===== config.mk =====
export PLATFORM = sky130hd
export DESIGN_NAME = warp_scheduler_flat
export DESIGN_NICKNAME = d
export VERILOG_FILES = /design/src/rtl/warp_scheduler_pkg.sv /design/src/rtl/warp_scheduler_if.sv /design/src/rtl/warp_scheduler_oldest_select.sv /design/src/rtl/warp_scheduler.sv /design/src/flat_wrapper.sv
export SDC_FILE = /design/constraint.sdc
export NUM_CORES = 1
export LEC_CHECK = 0
export ABC_AREA = 1
export ABC_CLOCK_PERIOD_IN_PS = 27400
export BUFFER_PORTS_ARGS = -buffer_cell sky130_fd_sc_hd__buf_2
export CORE_AREA = 2 2 266 268
export DETAILED_ROUTE_END_ITERATION = 12
export DIE_AREA = 0 0 268 270
export GPL_TIMING_DRIVEN = 0
export PLACE_DENSITY = 0.43
export REMOVE_ABC_BUFFERS = 1
export SLEW_MARGIN = 30
export SYNTH_ARGS = -nofsm -noshare
export SYNTH_HDL_FRONTEND = slang
export SYNTH_SLANG_ARGS = --single-unit

===== constraint.sdc =====
create_clock -name clk -period 27.4 [get_ports clk]
set_input_delay 5.48 -clock clk [delete_from_list [all_inputs] [get_ports clk]]
set_output_delay 5.48 -clock clk [all_outputs]
set_load 0.03 [all_outputs]

===== src/rtl/warp_scheduler_pkg.sv =====
// Shared types and constants for the warp scheduler slice: warp context
// layout, warp status encoding, scheduler state encoding and the default
// greedy run-length cap.
package warp_scheduler_pkg;

  localparam int WARPS_PER_CORE = 8;
  localparam int WARP_ID_WIDTH  = 3;
  localparam int DATA_WIDTH     = 32;
  localparam int WARP_SIZE      = 32;
  localparam int AGE_WIDTH      = 8;
  localparam int GTO_MAX_GREEDY = 16;

  typedef enum logic [1:0] {
    WARP_IDLE  = 2'd0,
    WARP_READY = 2'd1,
    WARP_WAIT  = 2'd2,
    WARP_DONE  = 2'd3
  } warp_status_t;

  typedef struct packed {
    logic                 valid;
    warp_status_t         status;
    logic [AGE_WIDTH-1:0] age;
    logic [DATA_WIDTH-1:0] pc;
    logic [WARP_SIZE-1:0] active_mask;
  } warp_context_t;

  typedef enum logic [1:0] {
    SCHED_IDLE = 2'd0,
    SCHED_RUN  = 2'd1,
    SCHED_DONE = 2'd2
  } sched_state_t;

endpackage


===== src/rtl/warp_scheduler_if.sv =====
// Issue slot between the warp scheduler and fetch/decode.
//   issue_valid   : slot holds a warp (scheduler -> fetch)
//   issue_ready   : fetch accepts the slot (fetch -> scheduler)
//   issue_warp_id : warp in the slot
//   issue_pc      : PC captured when the warp was selected
//   issue_mask    : active mask captured when the warp was selected
interface warp_scheduler_if;
  import warp_scheduler_pkg::*;

  logic                     issue_valid;
  logic                     issue_ready;
  logic [WARP_ID_WIDTH-1:0] issue_warp_id;
  logic [DATA_WIDTH-1:0]    issue_pc;
  logic [WARP_SIZE-1:0]     issue_mask;

  modport master (
    output issue_valid,
    input  issue_ready,
    output issue_warp_id,
    output issue_pc,
    output issue_mask
  );

  modport slave (
    input  issue_valid,
    output issue_ready,
    input  issue_warp_id,
    input  issue_pc,
    input  issue_mask
  );
endinterface


===== src/rtl/warp_scheduler_oldest_select.sv =====
// Combinational argmax over warp age restricted to an eligibility mask.
// Ties resolve to the lowest warp id.
//   elig_i  : per-warp eligibility
//   age_i   : per-warp age
//   found_o : at least one warp eligible
//   id_o    : oldest eligible warp (0 when none)
module warp_oldest_select
  import warp_scheduler_pkg::*;
#(
  parameter int NUM_WARPS = WARPS_PER_CORE
) (
  input  logic [NUM_WARPS-1:0]     elig_i,
  input  logic [AGE_WIDTH-1:0]     age_i [NUM_WARPS],
  output logic                     found_o,
  output logic [WARP_ID_WIDTH-1:0] id_o
);

  logic                     found;
  logic [WARP_ID_WIDTH-1:0] best_id;
  logic [AGE_WIDTH-1:0]     best_age;

  // Strict '>' keeps the first (lowest-id) warp on equal ages.
  always_comb begin
    found    = 1'b0;
    best_id  = '0;
    best_age = '0;
    for (int i = 0; i < NUM_WARPS; i++) begin
      if (elig_i[i] && (!found || (age_i[i] > best_age))) begin
        found    = 1'b1;
        best_id  = WARP_ID_WIDTH'(i);
        best_age = age_i[i];
      end
    end
  end

  assign found_o = found;
  assign id_o    = best_id;

endmodule


===== src/rtl/warp_scheduler.sv =====
// Greedy-then-oldest issue scheduler for one SIMT core.
// Picks one eligible warp per cycle into a registered valid/ready issue slot,
// strobes the context age logic on every accepted issue, tracks in-flight
// warps until their PC writeback retires, and flags kernel completion.
//   clk, rst            : core clock, synchronous active-high reset
//   start_i             : begin scheduling from IDLE or DONE
//   contexts_i          : live per-warp context array
//   stall_mask_i        : per-warp scoreboard/barrier block
//   retire_valid_i/id_i : PC writeback complete for a warp
//   issue_if            : issue slot (master side)
//   warp_issued_o/id_o  : registered handshake strobe to the age logic
//   busy_o, done_o      : state is RUN / DONE
//
// state      | meaning
// SCHED_IDLE | waiting for start after reset
// SCHED_RUN  | selecting and issuing warps
// SCHED_DONE | all valid warps finished, nothing in flight; waits for start
module warp_scheduler
  import warp_scheduler_pkg::*;
#(
  parameter int NUM_WARPS  = WARPS_PER_CORE,
  parameter int MAX_GREEDY = GTO_MAX_GREEDY
) (
  input  logic                     clk,
  input  logic                     rst,
  input  logic                     start_i,
  input  warp_context_t            contexts_i [NUM_WARPS],
  input  logic [NUM_WARPS-1:0]     stall_mask_i,
  input  logic                     retire_valid_i,
  input  logic [WARP_ID_WIDTH-1:0] retire_warp_id_i,
  warp_scheduler_if.master         issue_if,
  output logic                     warp_issued_o,
  output logic [WARP_ID_WIDTH-1:0] issued_warp_id_o,
  output logic                     busy_o,
  output logic                     done_o
);

  localparam int ID_SPAN = 1 << WARP_ID_WIDTH;

  sched_state_t state_q, state_d;

  logic [NUM_WARPS-1:0]     inflight_q, inflight_d;
  logic [WARP_ID_WIDTH-1:0] greedy_id_q, greedy_id_d;
  logic [7:0]               greedy_cnt_q, greedy_cnt_d;

  logic                     valid_q, valid_d;
  logic [WARP_ID_WIDTH-1:0] id_q, id_d;
  logic [DATA_WIDTH-1:0]    pc_q, pc_d;
  logic [WARP_SIZE-1:0]     mask_q, mask_d;
  logic                     warp_issued_q;
  logic [WARP_ID_WIDTH-1:0] issued_id_q;

  logic [NUM_WARPS-1:0]     elig, cand;
  logic [ID_SPAN-1:0]       elig_pad;
  logic [AGE_WIDTH-1:0]     ages [NUM_WARPS];
  logic                     any_elig, greedy_elig, cap_hit, greedy_ok;
  logic                     old_found;
  logic [WARP_ID_WIDTH-1:0] old_id, sel_id;
  logic [DATA_WIDTH-1:0]    sel_pc;
  logic [WARP_SIZE-1:0]     sel_mask;
  logic                     handshake, load, start_clear, work_left;

  always_comb begin
    elig      = '0;
    work_left = 1'b0;
    for (int i = 0; i < NUM_WARPS; i++) begin
      elig[i] = contexts_i[i].valid && (contexts_i[i].status == WARP_READY) &&
                (|contexts_i[i].active_mask) && !stall_mask_i[i] && !inflight_q[i];
      ages[i] = contexts_i[i].age;
      if (contexts_i[i].valid && (contexts_i[i].status != WARP_DONE)) work_left = 1'b1;
    end
  end

  // Padded copy so greedy_id can index any encodable id safely.
  always_comb begin
    elig_pad                = '0;
    elig_pad[NUM_WARPS-1:0] = elig;
  end

  assign any_elig    = |elig;
  assign greedy_elig = elig_pad[greedy_id_q];
  assign cap_hit     = (greedy_cnt_q >= 8'(MAX_GREEDY));
  assign greedy_ok   = (greedy_cnt_q != 8'd0) && greedy_elig && !cap_hit;

  // A capped greedy warp steps aside for the oldest of the others.
  always_comb begin
    cand = elig;
    if (cap_hit && greedy_elig) begin
      for (int i = 0; i < NUM_WARPS; i++) begin
        if (greedy_id_q == WARP_ID_WIDTH'(i)) cand[i] = 1'b0;
      end
    end
  end

  warp_oldest_select #(
    .NUM_WARPS (NUM_WARPS)
  ) u_oldest (
    .elig_i  (cand),
    .age_i   (ages),
    .found_o (old_found),
    .id_o    (old_id)
  );

  // If nothing but the capped greedy warp is eligible, it is kept.
  assign sel_id = greedy_ok ? greedy_id_q : (old_found ? old_id : greedy_id_q);

  always_comb begin
    sel_pc   = '0;
    sel_mask = '0;
    for (int i = 0; i < NUM_WARPS; i++) begin
      if (sel_id == WARP_ID_WIDTH'(i)) begin
        sel_pc   = contexts_i[i].pc;
        sel_mask = contexts_i[i].active_mask;
      end
    end
  end

  assign handshake   = valid_q && issue_if.issue_ready;
  assign load        = (state_q == SCHED_RUN) && any_elig && (!valid_q || issue_if.issue_ready);
  assign start_clear = start_i && (state_q != SCHED_RUN);

  always_comb begin
    valid_d      = valid_q;
    id_d         = id_q;
    pc_d         = pc_q;
    mask_d       = mask_q;
    inflight_d   = inflight_q;
    greedy_id_d  = greedy_id_q;
    greedy_cnt_d = greedy_cnt_q;

    if (retire_valid_i) begin
      for (int i = 0; i < NUM_WARPS; i++) begin
        if (retire_warp_id_i == WARP_ID_WIDTH'(i)) inflight_d[i] = 1'b0;
      end
    end

    // Set is applied after clear so it wins on a same-id collision.
    if (load) begin
      valid_d = 1'b1;
      id_d    = sel_id;
      pc_d    = sel_pc;
      mask_d  = sel_mask;
      for (int i = 0; i < NUM_WARPS; i++) begin
        if (sel_id == WARP_ID_WIDTH'(i)) inflight_d[i] = 1'b1;
      end
      if (sel_id == greedy_id_q) begin
        if (greedy_cnt_q != 8'hFF) greedy_cnt_d = greedy_cnt_q + 8'd1;
      end else begin
        greedy_id_d  = sel_id;
        greedy_cnt_d = 8'd1;
      end
    end else if (handshake) begin
      valid_d = 1'b0;
    end

    if (start_clear) begin
      inflight_d   = '0;
      greedy_cnt_d = 8'd0;
    end
  end

  // FSM: state register
  always_ff @(posedge clk) begin
    if (rst) state_q <= SCHED_IDLE;
    else     state_q <= state_d;
  end

  // FSM: next state
  always_comb begin
    state_d = state_q;
    unique case (state_q)
      SCHED_IDLE: if (start_i) state_d = SCHED_RUN;
      SCHED_RUN:  if (!work_left && (inflight_q == '0) && !valid_q) state_d = SCHED_DONE;
      SCHED_DONE: if (start_i) state_d = SCHED_RUN;
      default:    state_d = SCHED_IDLE;
    endcase
  end

  // FSM: outputs
  always_comb begin
    busy_o = (state_q == SCHED_RUN);
    done_o = (state_q == SCHED_DONE);
  end

  always_ff @(posedge clk) begin
    if (rst) begin
      valid_q       <= 1'b0;
      id_q          <= '0;
      pc_q          <= '0;
      mask_q        <= '0;
      inflight_q    <= '0;
      greedy_id_q   <= '0;
      greedy_cnt_q  <= 8'd0;
      warp_issued_q <= 1'b0;
      issued_id_q   <= '0;
    end else begin
      valid_q       <= valid_d;
      id_q          <= id_d;
      pc_q          <= pc_d;
      mask_q        <= mask_d;
      inflight_q    <= inflight_d;
      greedy_id_q   <= greedy_id_d;
      greedy_cnt_q  <= greedy_cnt_d;
      warp_issued_q <= handshake;
      if (handshake) issued_id_q <= id_q;
    end
  end

  assign issue_if.issue_valid   = valid_q;
  assign issue_if.issue_warp_id = id_q;
  assign issue_if.issue_pc      = pc_q;
  assign issue_if.issue_mask    = mask_q;
  assign warp_issued_o          = warp_issued_q;
  assign issued_warp_id_o       = issued_id_q;

endmodule

===== src/flat_wrapper.sv =====
// flat-port wrapper written by rule: the top's interface ports become plain ports
module warp_scheduler_flat import warp_scheduler_pkg::*;
#(
  parameter int NUM_WARPS  = WARPS_PER_CORE,
  parameter int MAX_GREEDY = GTO_MAX_GREEDY
)
  (clk, rst, start_i, contexts_i, stall_mask_i, retire_valid_i, retire_warp_id_i, warp_issued_o, issued_warp_id_o, busy_o, done_o, issue_if_issue_valid, issue_if_issue_ready, issue_if_issue_warp_id, issue_if_issue_pc, issue_if_issue_mask);
  warp_scheduler_if issue_if_i ();
  input  logic clk;
  input  logic rst;
  input  logic start_i;
  input  warp_context_t contexts_i[NUM_WARPS];
  input  logic [NUM_WARPS-1:0] stall_mask_i;
  input  logic retire_valid_i;
  input  logic [WARP_ID_WIDTH-1:0] retire_warp_id_i;
  output logic warp_issued_o;
  output logic [WARP_ID_WIDTH-1:0] issued_warp_id_o;
  output logic busy_o;
  output logic done_o;
  output wire logic [$bits(issue_if_i.issue_valid)-1:0] issue_if_issue_valid;
  input wire logic [$bits(issue_if_i.issue_ready)-1:0] issue_if_issue_ready;
  output wire logic [$bits(issue_if_i.issue_warp_id)-1:0] issue_if_issue_warp_id;
  output wire logic [$bits(issue_if_i.issue_pc)-1:0] issue_if_issue_pc;
  output wire logic [$bits(issue_if_i.issue_mask)-1:0] issue_if_issue_mask;
  assign issue_if_issue_valid = issue_if_i.issue_valid;
  assign issue_if_i.issue_ready = issue_if_issue_ready;
  assign issue_if_issue_warp_id = issue_if_i.issue_warp_id;
  assign issue_if_issue_pc = issue_if_i.issue_pc;
  assign issue_if_issue_mask = issue_if_i.issue_mask;
  warp_scheduler #(.NUM_WARPS(NUM_WARPS), .MAX_GREEDY(MAX_GREEDY)) u_core (.clk(clk), .rst(rst), .start_i(start_i), .contexts_i(contexts_i), .stall_mask_i(stall_mask_i), .retire_valid_i(retire_valid_i), .retire_warp_id_i(retire_warp_id_i), .issue_if(issue_if_i), .warp_issued_o(warp_issued_o), .issued_warp_id_o(issued_warp_id_o), .busy_o(busy_o), .done_o(done_o));
endmodule

==> impl_metrics.toml, run 1 <==
[detailed_routing]
dr_total_vias = 15810
via_per_inst = 4.456
final_antenna_net_count = 0
drt_first_pass_iters = 5
drt-total-wl_mm = 77.64
drtIter0Drc = 1037
post_drt_wl_per_cell_um = 21.89
drc = 0

[floorplanning]
fp-row-count = 97
die-area_sq_um = 72360
initial_core_util_pct = 15.16
ioPinCount = 690
die_w_um = 268
dieHeight_um = 270
design.core.area_sq_um = 69540

[logic_synthesis]
yosysTopAreaCell = "nand2_1"
ys_seq_area_share_pct = 17.66
synth.area.top_cells = "nand2_1, dfxtp_1, a21oi_1, nor2_1, nand3_1"
async_flop_share_pct = 0
synthTopCellsByCount = "nand2_1, nor2_1, a21oi_1, nand3_1, inv_1"
yosysMostFrequentCell = "nand2_1"
avgSynthCellArea_sq_um = 5.434
synth.ff_latch_count = 93
synth_warnings = 0
synth_edf_count = 0
syn_area_sq_um = 10540
synth_top_area_share_pct = 20.90
ys_types = 40
yosys_most_used_dff = "dfxtp_1"
synthCells = 1940

[layout]
drive_gt1_share_pct = 30.53
fin_nets = 3261
postLayoutCellArea_sq_um = 16000
area_growth_pct = 51.81
fillers = 8279

[clocking]
cts_hold_buf = 0
cts_num_sinks = 93
cts_buffer_depth = 2
worst_skew_pair.late_latency_ns = 0.39
path_clk_slew_ns = 0.08
cts_made_buffers = 9
htreeDepth = 3
cts-root-buf = "clkbuf_16"
postCtsSetupBuffers = 0
cts_tree = "done"
cts_resized = 0

[power_and_ir_drop]
combPwrFrac_pct = 52.9
cellLeakagePower_uw = 0.007809
p_sw_share_pct = 44.18
p_seq_share_pct = 22.9
total_power_uw = 643.9
power.share.clock_pct = 24.2
powerDensity_nw_per_um2 = 40.24
p_int_uw = 359.4
p_switching_uw = 284.5
irDropWorstVdd_mv = 0.02259

[critical_path]
critPathKind = "in2reg"
reg2reg_to = "u_core.issue_if.issue_pc[23]$_SDFFE_PP0P_"
crit_arrival_ns = 21.52
endpoint_kind = "flip-flop"
cp_max_fo = 74
cpMostUsedCell = "nand2_1"
r2r_setup_slack_ns = 11.05
slowest_stage = "nor4_1"
cpPeakStageDelay_ns = 0.77
rr_startpoint = "u_core.inflight_q[3]$_SDFF_PP0_"
start_kind = "input pin"
rr_worst_depth = 82
crit_required_ns = 27.72

[sta]
fin_crit_sh_pct = 77.35
slew_headroom_pct = 39.60
drv_slew = 0
fin_worst_skew_ns = 0.02144
fin_ws_ns = 6.207
hold_viol_final = 0
finalCriticalPeriod_ns = 21.19
fmax_ghz = 0.04718
worst-slew-pin-transition_ns = 0.8978
setup_viol = 0
rsz0062_at_grt = "no"

[worst_hold_path]
hp-start = "u_core.issue_if.issue_pc[13]$_SDFFE_PP0P_"
whs_path_depth = 2
hold_path_end = "u_core.issue_if.issue_pc[13]$_SDFFE_PP0P_"
hp-class = "reg2reg"

[flow_run]
maxCapViolations = 0

[global_route]
grtUsageTotal_pct = 20.65
overflow = 0
grt_antenna_before_repair = 45
grt_pass1_wl_mm = 106.9
grt_pass1_vias = 15350
grt_max_degree = 75

[place]
place_congestion = 0.9076
dp_hpwl_mm = 67.14
io_buffers = 689
dp_slack_ns = 5.492
placed_cell_area_sq_um = 15630

[outcome]
outcome = "finished clean"
[power groups by stage]
stage	Clock (uW)	Sequential (uW)	Combinational [uW]
after floorplan	0	164	152
after detailed placement	0	151	342
after global placement	0	151	317
after global routing	166	149	374
final	156	148	340
after CTS	164	148	343
[metal layers]
metal / GRT usage (%) / share of wire, % / up-vias
li1: - / - / 7788
met1: 24.20 / 40 / 7166
met2: 36.39 / 49 / 685
met3: 4.805 / 7.5 / 133
met4: 7.336 / 3.4 / 34
met5: 0 / 0.28 / -
[sequential cells by signal, summed over array words and instances (netlist names)]
| signal | cells |
|---|---|
| u_core.issue_if.issue_mask | 32 |
| u_core.issue_if.issue_pc | 32 |
| u_core.greedy_cnt_q | 8 |
| u_core.inflight_q | 8 |
| u_core.greedy_id_q | 3 |
| u_core.issue_if.issue_warp_id | 3 |
| u_core.issued_warp_id_o | 3 |
| u_core.state_q | 2 |
| u_core.issue_if.issue_valid | 1 |
| u_core.warp_issued_o | 1 |
[placed cells by master, fill, tap and decap left out, drive strengths merged, types with 16 or more instances in the layout]
cell / netlist / layout
a21oi: 233 / 233
nand3: 193 / 193
dfxtp: 93 / 93
o21ai: 98 / 98
nand4: 89 / 89
diode: 0 / 16
ha: 58 / 58
nand2: 602 / 602
buf: 51 / 734
nor2: 315 / 315
inv: 120 / 120
[critical path, delay by kind of cell]
family / cells / cell delay, ns
AO/OA/AOI/OAI: 27 / 5.63
adder cells (fa/ha/maj): 7 / 2.24
buffers and inverters: 11 / 1.48
AND/OR/NAND/NOR: 38 / 6.58
[logic make-up (layout without fill, tap and decap cells)]
| kind of cell | count (synthesis) | count (layout) | share of synthesized area [%] |
|---|---|---|---|
| AOI/OAI and AO/OA | 348 | 348 | 17.18 |
| xor gates and xnor gates | 3 | 3 | 0.2493 |
| adders and majority gates | 58 | 58 | 6.884 |
| buffers and inverters | 219 | 870 | 8.653 |
| DFF | 93 | 93 | 17.66 |
| other | 0 | 16 | 0 |
| and+or+nand+nor | 1219 | 1219 | 49.38 |
[worst max-delay path by stage]
stage	startpoint	endpoint	slack, ns	depth (start not counted)
after floorplan	contexts_i[307]	u_core.issue_if.issue_mask[0]$_SDFFE_PP0P_	8.35	88
after global placement	contexts_i[477]	u_core.issue_if.issue_pc[4]$_SDFFE_PP0P_	-0.25	83
after detailed placement	contexts_i[477]	u_core.issue_if.issue_pc[23]$_SDFFE_PP0P_	5.49	85
after CTS	contexts_i[477]	u_core.issue_if.issue_pc[23]$_SDFFE_PP0P_	5.89	85
after global routing	contexts_i[468]	u_core.issue_if.issue_pc[23]$_SDFFE_PP0P_	4.61	91
final	stall_mask_i[3]	u_core.issue_if.issue_pc[23]$_SDFFE_PP0P_	6.21	83
[cell type report]
cell class | instances | area [sq um] | area share [%]
diodes | 16 | 40.04 | 0.2502
clock buffers | 11 | 232.7 | 1.454
clock inverters | 4 | 97.59 | 0.6099
inverters | 121 | 459.2 | 2.869
multi-input cells | 1628 | 7830 | 48.93
flip-flops and latches | 93 | 1862 | 11.63
well taps | 940 | 1176 | 7.350
repair buffers | 734 | 4305 | 26.90
[per-stage QoR]
step	hold slack, ns	std cells	utilization (%)	setup TNS [ns]
finish	0.4623	3547	23.01	0
global route	0.4835	3539	22.98	0
floorplan	0.4563	1842	-	0
CTS	0.4650	3531	22.95	0
global placement	0.4533	3471	21.15	-0.7844
detailed placement	0.4532	3516	22.48	0
No activity file was read; power rests on OpenSTA's default activity.
==> run 2, diff against run 1 <==
ABC_CLOCK_PERIOD_IN_PS = 19200   (was 27400)
PLACE_DENSITY = 0.44   (was 0.43)
clock period = 19.2 ns   (was 27.4 ns; I/O delays follow)
==> run 2 against run 1 <==
Compared with the run above:
- sequential power up 43%
- first-iteration DRC count up 13%
- total power up 45%
- clock power up 37%
- die area unchanged
- global-route usage up 0.25 points
- register-to-register slack worse by 6.5 ns
==> impl_metrics.toml, run 2 (same netlist as run 1, synthesis figures left out) <==
[detailed_routing]
dr_total_vias = 16010
drtIter0Drc = 1176
final_antenna_net_count = 0
drc = 0
via_per_inst = 4.491
post_drt_wl_per_cell_um = 22.40
drt_first_pass_iters = 5
drt-total-wl_mm = 79.82

[place]
io_buffers = 689
place_congestion = 0.8913
dp_hpwl_mm = 67.11
placed_cell_area_sq_um = 15620
dp_slack_ns = -1.189

[power_and_ir_drop]
p_sw_share_pct = 46.64
total_power_uw = 931.0
p_switching_uw = 434.2
p_int_uw = 496.8
powerDensity_nw_per_um2 = 57.52
combPwrFrac_pct = 54.5
irDropWorstVdd_mv = 0.03918
cellLeakagePower_uw = 0.007874
power.share.clock_pct = 22.9
p_seq_share_pct = 22.6

[floorplanning]
die-area_sq_um = 72360
ioPinCount = 690
die_w_um = 268
initial_core_util_pct = 15.16
fp-row-count = 97
dieHeight_um = 270
design.core.area_sq_um = 69540

[sta]
fmax_ghz = 0.05598
worst-slew-pin-transition_ns = 0.8334
fin_crit_sh_pct = 93.05
tns_ns = 0
hold_viol_final = 0
slew_headroom_pct = 43.93
drv_slew = 0
fin_worst_skew_ns = 0.01102
fin_ws_ns = 1.335
finalCriticalPeriod_ns = 17.87
setup_viol = 0

[critical_path]
cpMostUsedCell = "nand2_1"
crit_arrival_ns = 18.20
slowest_stage = "nor4_1"
critPathKind = "in2reg"
endpoint_kind = "flip-flop"
start_kind = "input pin"
cpPeakStageDelay_ns = 0.56
crit_required_ns = 19.54
cp_max_fo = 31

[layout]
fin_nets = 3274
utilization_pct = 23.28
register_area_sq_um = 1862
multi_input_area_sq_um = 7936
final_cell_mix = "buf_2, nand2_1, nor2_1"
postLayoutCellArea_sq_um = 16190
area_growth_pct = 53.56
final_common_cell = "buf_2"
fillers = 8240
drive_gt1_share_pct = 31.59

[clocking]
cts_num_sinks = 93
cts-root-buf = "clkbuf_16"
htreeDepth = 3
cts_hold_buf = 0
cts_buffer_depth = 2
path_clk_slew_ns = 0.09
cts_tree = "done"
worst_skew_pair.late_latency_ns = 0.40
cts_made_buffers = 9

[global_route]
grtUsageTotal_pct = 20.90
grt_pass1_vias = 15370
grt_max_degree = 63
overflow = 0
grt_pass1_wl_mm = 107.7
grt_antenna_before_repair = 51

[outcome]
outcome = "finished clean"

[worst_hold_path]
hp-class = "reg2reg"

[flow_run]
maxCapViolations = 0
## run 2: cell type report
| type | count | share of cell area, % |
|---|---|---|
| multi-input combinational | 1630 | 49.03 |
| sequential | 93 | 11.50 |
| inverter | 121 | 2.883 |
| antenna | 19 | 0.2937 |
| clock inverter | 6 | 0.4251 |
| tap | 940 | 7.266 |
| clock buffer | 10 | 1.476 |
| timing repair buffer | 745 | 27.12 |
## run 2: critical path, delay by kind of cell
family | cells | cell delay (ns)
fa+ha+maj | 7 | 1.98
compound gates | 36 | 5.46
simple gates | 38 | 5.56
buf+inv | 9 | 1.25
## run 2: stage by stage
stage          std cells  hold WS (ns)
6_report            3564        0.4636
5_1_grt             3559        0.4802
4_1_cts             3535        0.4639
3_5_place_dp        3516        0.4513
3_3_place_gp        3471        0.4511
2_1_floorplan       1842        0.4563
## run 2: power groups by stage
stage                     clock network [uW]  logic, uW  registers [uW]
after floorplan                            0        217             234
after global placement                     0        455             215
after detailed placement                   0        489             215
after CTS                                222        492             211
after global routing                     229        552             212
final                                    213        507             211
## run 2: worst paths after layout
| path | to | depth (start not counted) | slack [ns] | from |
|---|---|---|---|---|
| setup / recovery | u_core.issue_if.issue_pc[26]$_SDFFE_PP0P_ | 90 | 1.34 | stall_mask_i[0] |
| hold / removal | u_core.issue_if.issue_pc[4]$_SDFFE_PP0P_ | 2 | 0.46 | u_core.issue_if.issue_pc[4]$_SDFFE_PP0P_ |
| hold reg to reg | u_core.issue_if.issue_pc[4]$_SDFFE_PP0P_ | 2 | 0.46 | u_core.issue_if.issue_pc[4]$_SDFFE_PP0P_ |
| setup reg to reg | u_core.issue_if.issue_pc[26]$_SDFFE_PP0P_ | 89 | 4.52 | u_core.inflight_q[3]$_SDFF_PP0_ |
## run 2: metal layers
layer,GRT usage [%],wire [um]
met1,24.95,31930
met5,0,195
met4,7.601,3147
met2,36.13,38220
met3,4.951,6325
## run 2: what timing repair did
action,in CTS,in global routing
setup endpoints to repair,67,83
buffers inserted,3,7
pin swaps,3,3
resized for setup,8,30
gates cloned,0,3
==> run 3, diff against run 2 <==
BUFFER_PORTS_ARGS = -buffer_cell sky130_fd_sc_hd__buf_4   (was -buffer_cell sky130_fd_sc_hd__buf_2)
CORE_AREA = 2 2 268 270   (was 2 2 266 268)
DIE_AREA = 0 0 270 272   (was 0 0 268 270)
PLACE_DENSITY = 0.45   (was 0.44)
SYNTH_HIERARCHICAL = 1   (was unset)
==> run 3 against run 2 <==
Compared with the run above:
- via count grew 1.7%
- first-iteration DRC count grew 5.2%
- setup slack lost 0.12 ns
- hold slack better by 0.0052 ns
- clock power down 8%
- critical path depth up 3
- sequential share of layout area down 1.2 points
- area after synthesis is 7.4% higher
- die area increased by 1.5%
- design area increased by 12%
- critical endpoint is now u_core/issue_if.issue_mask[25]$_SDFFE_PP0P_
- largest cell class unchanged
- highest routed layer unchanged
==> impl_metrics.toml, run 3 <==
[critical_path]
crit_start = "stall_mask_i[0]"
r2r_setup_slack_ns = 4.35
slowest_stage = "nor2_4"
crit_arrival_ns = 18.31
rr_startpoint = "u_core/inflight_q[0]$_SDFF_PP0_"
cp_max_fo = 29
cpMostUsedCell = "nand2_1"
start_kind = "input pin"
critPathKind = "in2reg"
crit_required_ns = 19.53
rr_worst_depth = 92
reg2reg_to = "u_core/issue_if.issue_mask[25]$_SDFFE_PP0P_"
cp-endpoint = "u_core/issue_if.issue_mask[25]$_SDFFE_PP0P_"
endpoint_kind = "flip-flop"
cpPeakStageDelay_ns = 0.61

[logic_synthesis]
async_flop_share_pct = 0
yosys_most_used_dff = "dfxtp_1"
ys_seq_area_share_pct = 16.45
synth.ff_latch_count = 93
synthCells = 2015
ys_types = 53
synthTopCellsByCount = "nand2_1, nor2_1, a21oi_1, nand3_1, nand4_1"
synth_edf_count = 0
synth.area.top_cells = "nand2_1, dfxtp_1, nor2_1, a21oi_1, nand3_1"
yosysTopAreaCell = "nand2_1"
synth_warnings = 6
avgSynthCellArea_sq_um = 5.616
synth_top_area_share_pct = 18.44
yosysMostFrequentCell = "nand2_1"
syn_area_sq_um = 11320

[layout]
fin_nets = 3308
multi_input_area_sq_um = 8507
final_cell_mix = "buf_4, nand2_1, nor2_1"
utilization_pct = 25.67
postLayoutCellArea_sq_um = 18160
drive_gt1_share_pct = 31.79
final_common_cell = "buf_4"
register_area_sq_um = 1862
area_growth_pct = 60.45
fillers = 8238

[detailed_routing]
final_antenna_net_count = 0
drc = 0
drt_first_pass_iters = 5
post_drt_wl_per_cell_um = 23.49
dr_total_vias = 16270
drtIter0Drc = 1237
via_per_inst = 4.514
drt-total-wl_mm = 84.66

[place]
place_congestion = 0.9192
dp_slack_ns = -0.7080
placed_cell_area_sq_um = 17750
io_buffers = 689
dp_hpwl_mm = 71.14

[floorplanning]
dieHeight_um = 272
design.core.area_sq_um = 70750
initial_core_util_pct = 16.00
ioPinCount = 690
fp-row-count = 98
die-area_sq_um = 73440
die_w_um = 270

[outcome]
outcome = "finished clean"

[power_and_ir_drop]
combPwrFrac_pct = 53.9
cellLeakagePower_uw = 0.008338
p_switching_uw = 391.8
power.share.clock_pct = 22.4
powerDensity_nw_per_um2 = 48.61
p_sw_share_pct = 44.38
irDropWorstVdd_mv = 0.03858
p_seq_share_pct = 23.8
p_int_uw = 491.0

[worst_hold_path]
hp-start = "u_core/issue_if.issue_mask[13]$_SDFFE_PP0P_"
hp-class = "reg2reg"

[sta]
hold_ws_ns = 0.4688
slew_headroom_pct = 35.16
fmax_ghz = 0.05561
fin_ws_ns = 1.218
setup_viol = 0
fin_worst_skew_ns = 0.01286
hold_viol_final = 0
fin_crit_sh_pct = 93.66
worst-slew-pin-transition_ns = 0.9601
finalCriticalPeriod_ns = 17.98
drv_slew = 0

[clocking]
cts_made_buffers = 9
htreeDepth = 3
path_clk_slew_ns = 0.09
cts_buffer_depth = 2
worst_skew_pair.late_latency_ns = 0.39
cts_hold_buf = 0
cts_num_sinks = 93
cts-root-buf = "clkbuf_16"
cts_tree = "done"

[flow_run]
maxCapViolations = 0

[global_route]
grt_pass1_vias = 16260
grt_max_degree = 88
grt_antenna_before_repair = 29
overflow = 0
grtUsageTotal_pct = 22.12
grt_pass1_wl_mm = 116.3
-- run 3: power by group through the flow --
stage / Sequential [uW] / Combinational, uW / Clock [uW]
after detailed placement: 214 / 471 / 0
final: 210 / 475 / 197
after global routing: 211 / 516 / 211
after global placement: 214 / 450 / 0
after floorplan: 232 / 191 / 0
after CTS: 210 / 475 / 207
-- run 3: timing repair --
action | CTS | global route
setup buffers | 2 | 2
pin swaps | 1 | 1
gates resized for setup | 0 | 7
endpoints found under the setup margin | 49 | 80
gates cloned | 1 | 0
hold endpoints to repair | 0 | 0
-- run 3: worst min-delay path by stage --
stage,to,cells after the start
floorplan,u_core/greedy_cnt_q[1]$_SDFFE_PP0P_,2
global placement,u_core/issue_if.issue_pc[6]$_SDFFE_PP0P_,2
detailed placement,u_core/issue_if.issue_mask[13]$_SDFFE_PP0P_,2
CTS,u_core/issue_if.issue_mask[13]$_SDFFE_PP0P_,2
global route,u_core/issue_if.issue_mask[22]$_SDFFE_PP0P_,2
finish,u_core/issue_if.issue_mask[13]$_SDFFE_PP0P_,2
-- run 3: cells by family (layout without fill, tap and decap cells) --
group | after synthesis | after routing | share of synthesized area [%]
adders and majority gates | 58 | 58 | 6.412
buffers and inverters | 231 | 854 | 9.154
other | 0 | 16 | 0
and+or+nand+nor | 1333 | 1334 | 53.78
xor gates and xnor gates | 4 | 4 | 0.3096
AOI/OAI and AO/OA | 296 | 296 | 13.90
DFF | 93 | 93 | 16.45
-- run 3: layout make-up --
type | instances | area share [%]
Antenna cell | 16 | 0.2205
Clock buffer | 9 | 1.240
Clock inverter | 7 | 0.3790
Inverter | 122 | 2.667
Multi-Input combinational cell | 1692 | 46.85
Sequential cell | 93 | 10.25
Tap cell | 950 | 6.546
Timing Repair Buffer | 716 | 31.85
-- run 3: worst max-delay path: cells and delay by family --
family	cells	cell delay (ns)
AOI/OAI and AO/OA	23	3.59
adders and majority gates	7	1.81
buffers and inverters	9	1.16
and+or+nand+nor	54	7.85
-- run 3: stage by stage --
| stage | total power (uW) | setup TNS [ns] | instances |
|---|---|---|---|
| 3_3_place_gp | 663.9 | -181.26 | 3545 |
| 4_1_cts | 891.8 | 0 | 3587 |
| 5_1_grt | 938.1 | -0.3609 | 3603 |
| 6_report | 882.8 | 0 | 3605 |
| 3_5_place_dp | 685.6 | -33.50 | 3568 |
| 2_1_floorplan | 423.2 | 0 | 1906 |
-- run 3: metal layers --
metal	global-route usage, %	share of wire, %
met2	37.04	47
met5	0	0.16
met4	10.76	4.6
met1	26.34	41
met3	5.607	7.0
